File: src/rtl/aftab_daru_pkg.sv
// aftab_daru_pkg: shared encodings and helpers for the AFTAB Data Adjustment
// Read Unit (state codes, access-size codes, byte-count helpers).
package aftab_daru_pkg;

  // Controller states
  typedef enum logic [1:0] {
    IDLE = 2'b00,
    READ = 2'b01,
    DONE = 2'b10
  } state_t;

  // Access size as carried on nBytes; 2'b11 is folded onto SZ_WORD on capture
  typedef enum logic [1:0] {
    SZ_BYTE = 2'b00,
    SZ_HALF = 2'b01,
    SZ_WORD = 2'b10
  } size_t;

  // Fold the raw nBytes code onto a legal size
  function automatic size_t norm_size(input logic [1:0] nb);
    case (nb)
      2'b00:   return SZ_BYTE;
      2'b01:   return SZ_HALF;
      default: return SZ_WORD;
    endcase
  endfunction

  // Index of the last byte of an access (N-1)
  function automatic logic [1:0] last_cnt(input size_t size);
    case (size)
      SZ_BYTE: return 2'd0;
      SZ_HALF: return 2'd1;
      default: return 2'd3;
    endcase
  endfunction

  // Natural-alignment test on the two low address bits
  function automatic logic is_misaligned(input size_t size, input logic [1:0] addr_lo);
    case (size)
      SZ_BYTE: return 1'b0;
      SZ_HALF: return addr_lo[0];
      default: return (addr_lo != 2'b00);
    endcase
  endfunction

endpackage

File: src/rtl/aftab_daru_controller.sv
// aftab_DARU_controller: IDLE/READ/DONE sequencer of the read unit.
// Module outputs (readMem, completeDARU, busy, ldOut, misaligned) are
// registered; the per-cycle datapath strobes are decoded from the state.
module aftab_DARU_controller
  import aftab_daru_pkg::*;
(
  input  logic clk,
  input  logic rst,
  input  logic startDARU,
  input  logic memRdy,
  input  logic lastByte,
  input  logic misalign,
  output logic ldRegs,
  output logic zeroBuf,
  output logic ldByte,
  output logic incCnt,
  output logic ldOut,
  output logic readMem,
  output logic completeDARU,
  output logic busy,
  output logic misaligned
);

  state_t state;

  // State register plus registered outputs, all derived from the next state
  always_ff @(posedge clk or posedge rst) begin
    if (rst) begin
      state        <= IDLE;
      readMem      <= 1'b0;
      completeDARU <= 1'b0;
      busy         <= 1'b0;
      ldOut        <= 1'b0;
      misaligned   <= 1'b0;
    end else begin
      readMem      <= 1'b0;
      completeDARU <= 1'b0;
      ldOut        <= 1'b0;
      misaligned   <= 1'b0;
      busy         <= 1'b0;
      case (state)
        IDLE: begin
          if (startDARU) begin
            busy <= 1'b1;
            if (misalign) begin
              // Rejected access: report straight away, never touch memory
              state        <= DONE;
              completeDARU <= 1'b1;
              ldOut        <= 1'b1;
              misaligned   <= 1'b1;
            end else begin
              state   <= READ;
              readMem <= 1'b1;
            end
          end
        end
        READ: begin
          busy <= 1'b1;
          if (memRdy && lastByte) begin
            state        <= DONE;
            completeDARU <= 1'b1;
            ldOut        <= 1'b1;
          end else begin
            readMem <= 1'b1;
          end
        end
        DONE: begin
          state <= IDLE;
        end
        default: begin
          state <= IDLE;
        end
      endcase
    end
  end

  // Datapath strobes that must act in the cycle the condition is seen
  always_comb begin
    ldRegs  = (state == IDLE) && startDARU;
    zeroBuf = (state == IDLE) && startDARU;
    ldByte  = (state == READ) && memRdy;
    incCnt  = (state == READ) && memRdy;
  end

endmodule

File: src/rtl/aftab_daru.sv
// aftab_daru: Data Adjustment Read Unit. Reads 1/2/4 bytes little-endian over
// the byte-wide memory port, sign/zero-extends them into dataOut and pulses
// completeDARU. Optional feature macro: AFTAB_DARU_MISALIGN_EN (reject
// misaligned half/word accesses without reading memory).
module aftab_daru
  import aftab_daru_pkg::*;
#(
  parameter int ADDR_W = 32,
  parameter int DATA_W = 32
) (
  input  logic              clk,
  input  logic              rst,
  input  logic              startDARU,
  input  logic [1:0]        nBytes,
  input  logic              signExt,
  input  logic [ADDR_W-1:0] addrIn,
  input  logic              memRdy,
  input  logic [7:0]        memDataIn,
  output logic [ADDR_W-1:0] memAddr,
  output logic              readMem,
  output logic [DATA_W-1:0] dataOut,
  output logic              completeDARU,
  output logic              busy,
  output logic              misaligned
);

  logic [ADDR_W-1:0] addr_reg;
  logic [1:0]        cnt_reg;
  size_t             size_reg;
  logic              sgn_reg;
  logic [7:0]        byte_buf_reg [4];
  logic [31:0]       ext_word;

  logic ld_regs, zero_buf, ld_byte, inc_cnt, ld_out;
  logic last_byte, misalign;

  assign last_byte = (cnt_reg == last_cnt(size_reg));
  assign memAddr   = addr_reg + ADDR_W'(cnt_reg);

`ifdef AFTAB_DARU_MISALIGN_EN
  assign misalign = is_misaligned(norm_size(nBytes), addrIn[1:0]);
`else
  assign misalign = 1'b0;
`endif

  aftab_DARU_controller u_ctrl (
    .clk          (clk),
    .rst          (rst),
    .startDARU    (startDARU),
    .memRdy       (memRdy),
    .lastByte     (last_byte),
    .misalign     (misalign),
    .ldRegs       (ld_regs),
    .zeroBuf      (zero_buf),
    .ldByte       (ld_byte),
    .incCnt       (inc_cnt),
    .ldOut        (ld_out),
    .readMem      (readMem),
    .completeDARU (completeDARU),
    .busy         (busy),
    .misaligned   (misaligned)
  );

  // Capture the access parameters when a start is accepted
  always_ff @(posedge clk or posedge rst) begin
    if (rst) begin
      addr_reg <= '0;
      size_reg <= SZ_BYTE;
      sgn_reg  <= 1'b0;
    end else if (ld_regs) begin
      addr_reg <= addrIn;
      size_reg <= norm_size(nBytes);
      sgn_reg  <= signExt;
    end
  end

  // Byte counter: cleared on start, advanced on every accepted byte
  always_ff @(posedge clk or posedge rst) begin
    if (rst) begin
      cnt_reg <= 2'd0;
    end else if (ld_regs) begin
      cnt_reg <= 2'd0;
    end else if (inc_cnt) begin
      cnt_reg <= cnt_reg + 2'd1;
    end
  end

  // One register per byte lane; lane gi takes memDataIn when cnt points at it
  for (genvar gi = 0; gi < 4; gi++) begin : g_lane
    always_ff @(posedge clk or posedge rst) begin
      if (rst) begin
        byte_buf_reg[gi] <= 8'h00;
      end else if (zero_buf) begin
        byte_buf_reg[gi] <= 8'h00;
      end else if (ld_byte && (cnt_reg == 2'(gi))) begin
        byte_buf_reg[gi] <= memDataIn;
      end
    end
  end

  // Extension of the assembled bytes according to the latched size/sign
  always_comb begin
    ext_word = {byte_buf_reg[3], byte_buf_reg[2], byte_buf_reg[1], byte_buf_reg[0]};
    case (size_reg)
      SZ_BYTE: ext_word = {{24{sgn_reg & byte_buf_reg[0][7]}}, byte_buf_reg[0]};
      SZ_HALF: ext_word = {{16{sgn_reg & byte_buf_reg[1][7]}}, byte_buf_reg[1], byte_buf_reg[0]};
      default: ext_word = {byte_buf_reg[3], byte_buf_reg[2], byte_buf_reg[1], byte_buf_reg[0]};
    endcase
  end

  // Output register: loaded at the end of DONE, held until the next result
  always_ff @(posedge clk or posedge rst) begin
    if (rst) begin
      dataOut <= '0;
    end else if (ld_out) begin
      dataOut <= misaligned ? '0 : ext_word;
    end
  end

endmodule

File: config.mk
export PLATFORM = sky130hd
export DESIGN_NAME = aftab_daru
export DESIGN_NICKNAME = d
export VERILOG_FILES = /design/src/rtl/aftab_daru_pkg.sv /design/src/rtl/aftab_daru_controller.sv /design/src/rtl/aftab_daru.sv
export SDC_FILE = /design/constraint.sdc
export NUM_CORES = 1
export LEC_CHECK = 0
export ABC_AREA = 0
export CAP_MARGIN = 0
export CORE_UTILIZATION = 60
export CTS_CLUSTER_DIAMETER = 100
export DETAILED_ROUTE_END_ITERATION = 7
export DONT_BUFFER_PORTS = 1
export PLACE_DENSITY = 0.76
export RECOVER_POWER = 25
export SYNTH_ARGS = -nofsm -noshare
export SYNTH_HDL_FRONTEND = slang
export SYNTH_SLANG_ARGS = --single-unit
File: constraint.sdc
create_clock -name clk -period 4.7 [get_ports clk]
set_input_delay 0.705 -clock clk [delete_from_list [all_inputs] [get_ports clk]]
set_output_delay 0.705 -clock clk [all_outputs]
set_load 0.02 [all_outputs]
### After elaboration in Yosys (flattened, before gate mapping)

Index checks and enable logic that the tools add are counted.

| storage, ports and cells | value |
|---|---|
| flip-flop bits (word level) | 106 |
| input bits | 47 |

| operators by class | value |
|---|---|
| multiplexer cells | 22 |
| bitwise operators | 2 |
| add/sub/neg operators | 2 |
| reduce and logical (&&, ||, !) cells | 17 |
| equal/unequal tests | 9 |

Operator list:

| kind | count |
|---|---|
| 8-bit 2-to-1 mux | 8 |
| 32-bit case mux with 2 select lines | 1 |
| 32-bit by 2-bit adder with 32-bit output | 1 |
| 2-bit case mux with 2 select lines | 3 |
| 2-bit nonzero test | 5 |
| 2-bit by 1-bit == test with 1-bit output, second input constant | 4 |
| 2-bit logical NOT | 4 |
| 2-bit 2-to-1 mux | 4 |
| 1-bit logical AND | 7 |
| 2-bit == test, second input constant | 2 |
| 1-bit 2-to-1 mux | 4 |
| 1-bit case mux with 2 select lines | 2 |
| 2-bit by 1-bit adder with 2-bit output, second input constant | 1 |
| 1-bit bitwise AND | 2 |
| 2-bit == test | 1 |
| 2-bit by 1-bit inequality test with 1-bit output, second input constant | 1 |
| 2-bit inequality test, second input constant | 1 |
| 2-bit AND reduction | 1 |

### Longest topological paths before layout

| logic depth | value |
|---|---|
| depth after elaboration | 6 |
| mapped depth | 7 |
| gate-level depth less buffers | 7 |

### Cells and area by module

From an unflattened synthesis, not the netlist that was laid out.

| second synthesis, totals | value |
|---|---|
| cell total of the unflattened synthesis | 505 |
| area, all modules | 5104.9 µm² |

By module, submodules not included:

| module | area each (µm²) | sequential area each (µm²) | cells each | instances |
|---|---|---|---|---|
| aftab_daru | 4828.4 | 2527.4 | 480 | 1 |
| aftab_DARU_controller | 276.5 | 150.1 | 25 | 1 |

### Worst setup path after synthesis

OpenSTA, ideal clock, no wires.

| timing | value |
|---|---|
| path type | reg2out |
| start | register cnt_reg[0] |
| end | output memAddr[30] |
| cell stages (with the launch flop) | 8 |
| data arrival time | 2.192 ns |
| setup slack | 1.803 ns |
| cell sequence | dfrtp_1 ha_1 inv_1 fa_1 nand4b_1 nor4_4 nand4_1 xnor2_1 |

| between the ends | value |
|---|---|
| word-level cells in the longest chain between the ends | 1 |

Ends and longest elaborated chain:

| what | line | RTL |
|---|---|---|
| from (decl) | aftab_daru.sv:28 | `logic [1:0] cnt_reg;` |
| from (signal assigned) | aftab_daru.sv:84 | `cnt_reg <= cnt_reg + 2'd1;` |
| 32-bit by 2-bit adder with 32-bit output | aftab_daru.sv:38 | `assign memAddr = addr_reg + ADDR_W'(cnt_reg);` |
| to (decl) | aftab_daru.sv:19 | `output logic [ADDR_W-1:0] memAddr,` |

Every way passes these cells.

### Final worst setup path

Same ends and word-level chain as after synthesis.

==> metrics.cfg <==
[yosys]
yosysTopAreaCellShare_pct = 54.6
synth_area_um2 = 4860
synth_nets = 469
synthArstFlopShare_pct = 100
syn_area_per_cell_um2 = 11.7
synth_edf_count = 0
synthCells = 415
synth.distinct_cells = 40
synth_flop_cell = dfrtp_1
synth_area_leaders = dfrtp_1, mux2_2, xnor2_1
synth_top_cell_by_area = dfrtp_1
ys_seq_area_share_pct = 54.6
ys_seq_elements = 106
yosysWarningCount = 0

[clock_tree]
cts_resized = 0
cts_tree = yes
cts-root-to-sink-buffers = 2
cts.sinks = 106
cts_made_buffers = 9
post_cts.repair.setup_buffers = 0
clk_latency_ns = 0.37
cts_max_level = 3
cts_root_buffer = clkbuf_8
hold_buffers = 0
clkTransAtPathRegs_ns = 0.09

[drt]
drcViolationCount = 0
vias = 3077
drtAntennaViolNets = 0
drt_first_pass_iters = 4
wl_um = 9530
wl_per_cell_um = 18.5
drtIter0Drc = 136
viasPerCell = 5.97

[setup_path]
crit_path_max_fanout = 8
worst-endpoint-required_ns = 3.99
worst_setup_path_end_kind = output port
cp-start-kind = register
critPathKind = register to output port
crit_arrival_ns = 2.92

[floorplan]
fp.dieH_um = 92.0
die_width_um = 92.0
rows = 32
core_area_um2 = 7770
initial_core_util_pct = 62.6
dieArea_um2 = 8470
num_io_pins = 115

[grt]
overflow = 0
grt_max_degree = 74
grt_pass1_vias = 3101
grt_pass1_wl_um = 15700
antenna_found_initial = 0
grt.total_usage_pct = 24.0

[sta]
grt_setup_unrepaired = no
fmax_mhz = 276
setup_viol = 0
tightest_slew_ns = 3.08
fin_ws_ns = 1.07
slew_viol_final = 74
finalCritPeriodShare_pct = 77.2
finalSetupTns_ns = 0
fin_skew_ns = 0.0108
hold_viol = 0
maxSlewHeadroom_pct = -106
min_period_ns = 3.63

[cells_and_area]
diodes = 0
finalNonFillerCells = 515
syn_to_final_growth_pct = 5.46
fin_nets = 463
fillCellCount = 623
drive_gt1_share_pct = 23.5

[outcome]
violations = max-capacitance violations, max-slew violations
status = complete, but fails checks

[placed_design]
dp.cells = 500
port-buffer-count = 0
hpwlAfterDp_um = 6660
place_ws_ns = 1.47
gp_congestion = 0.830

[worst_hold_path]
hold_path.class = input port to register

[power_and_ir_drop]
p_leak_nw = 2.15
vdd_ir_drop_max_mv = 0.373
finalPower_mw = 3.99
power.density_nw_per_um2 = 777

[run]
max_cap_violations = 1

[final cells by class]
class | instances | area [um2] | area share (%)
tap | 102 | 128 | 2.49
inverter | 10 | 38.8 | 0.756
multi-input combinational | 279 | 2090 | 40.7
clock buffer | 9 | 124 | 2.42
clock inverter | 6 | 75.1 | 1.46
sequential | 106 | 2650 | 51.7
timing repair buffer | 3 | 22.5 | 0.439
[power by group]
group | total [mW] | switching (mW) | internal (mW)
Combinational | 1.43 | 0.808 | 0.625
Sequential | 1.98 | 0.609 | 1.37
Clock | 0.569 | 0.318 | 0.251
Total | 3.99 | 1.74 | 2.25
[layout by cell type (no fill, tap or decap), types with 3 or more instances in the layout]
cell type and n:
inv_1 9, xor2_1 5, nor2_1 34, buf_4 3
ha_1 6, a21oi_1 35, o21ai_0 5, xnor2_1 26
nor3b_1 4, nor3_1 4, a21o_1 4, clkbuf_8 9
nor2b_1 8, nand4_1 10, nand2_1 32, dfrtp_1 106
mux2_2 71, nor4_1 3, nand3_1 10
[critical path: stages (launching register included)]
cell	delay, ns
dfrtp_1	0.46
ha_1	0.21
inv_1	0.05
fa_1	0.45
nand4b_1	0.31
nor4_4	0.44
nand4_1	0.18
xnor2_1	0.45
[path summary, 6_finish.rpt]
kind                       slack [ns]                       end  cells past startpoint                         start
max reg2reg                      2.32  addr_reg[17]$_DFFE_PP0P_                      3   u_ctrl.state[1]$_DFFE_PP0P_
min reg2reg                      0.51    dataOut[6]$_DFFE_PP0P_                      1  byte_buf_reg[30]$_DFFE_PP0P_
max                              1.07               memAddr[30]                      7        cnt_reg[0]$_DFFE_PP0P_
min                              0.45  u_ctrl.readMem$_DFF_PP0_                      1                        memRdy
max in group asynchronous        2.14  addr_reg[31]$_DFFE_PP0P_                      2                           rst
min in group asynchronous        1.09    dataOut[6]$_DFFE_PP0P_                      1                           rst
[metrics by stage]
stage,instance area (um2),hold WS [ns],util [%]
floorplan,4860,0.475,-
global placement,4930,0.483,63.5
detailed placement,4930,0.490,63.5
CTS,5130,0.410,66.0
global route,5130,0.437,66.0
finish,5130,0.447,66.0
[cells in the mapped netlist, types with 2 or more instances]
master / instances
nor4_1: 3
clkbuf_1: 7
xor2_1: 5
nor3_1: 4
nand2b_1: 2
nor2b_1: 8
nand4_1: 10
dfrtp_1: 106
a311oi_1: 2
nor3b_1: 4
xnor2_1: 26
buf_1: 2
nand2_1: 32
ha_1: 6
nand3_1: 10
buf_2: 10
mux2_2: 71
a21o_1: 4
nor2_1: 34
nand4b_1: 2
inv_1: 10
o21ai_0: 5
a21oi_1: 35
[per-layer routing]
layer,wire (um),track usage (%),share of wire [%]
met3,635,6.30,6.7
met4,133,8.59,1.4
met1,4330,33.8,45
met2,4430,36.3,46
met5,0,0,0
[logic make-up (layout without fill, tap and decap cells)]
logic type,Yosys count,in the layout,share of synthesized area (%)
buffers and inverters,30,28,2.65
other,1,1,0.0771
xor gates and xnor gates,31,31,5.58
and+or+nand+nor,120,120,13.2
AOI/OAI and AO/OA,48,48,5.38
muxes,72,72,16.6
adders and majority gates,7,7,1.96
DFF,106,106,54.6
Power figures use the tool's default switching activity.
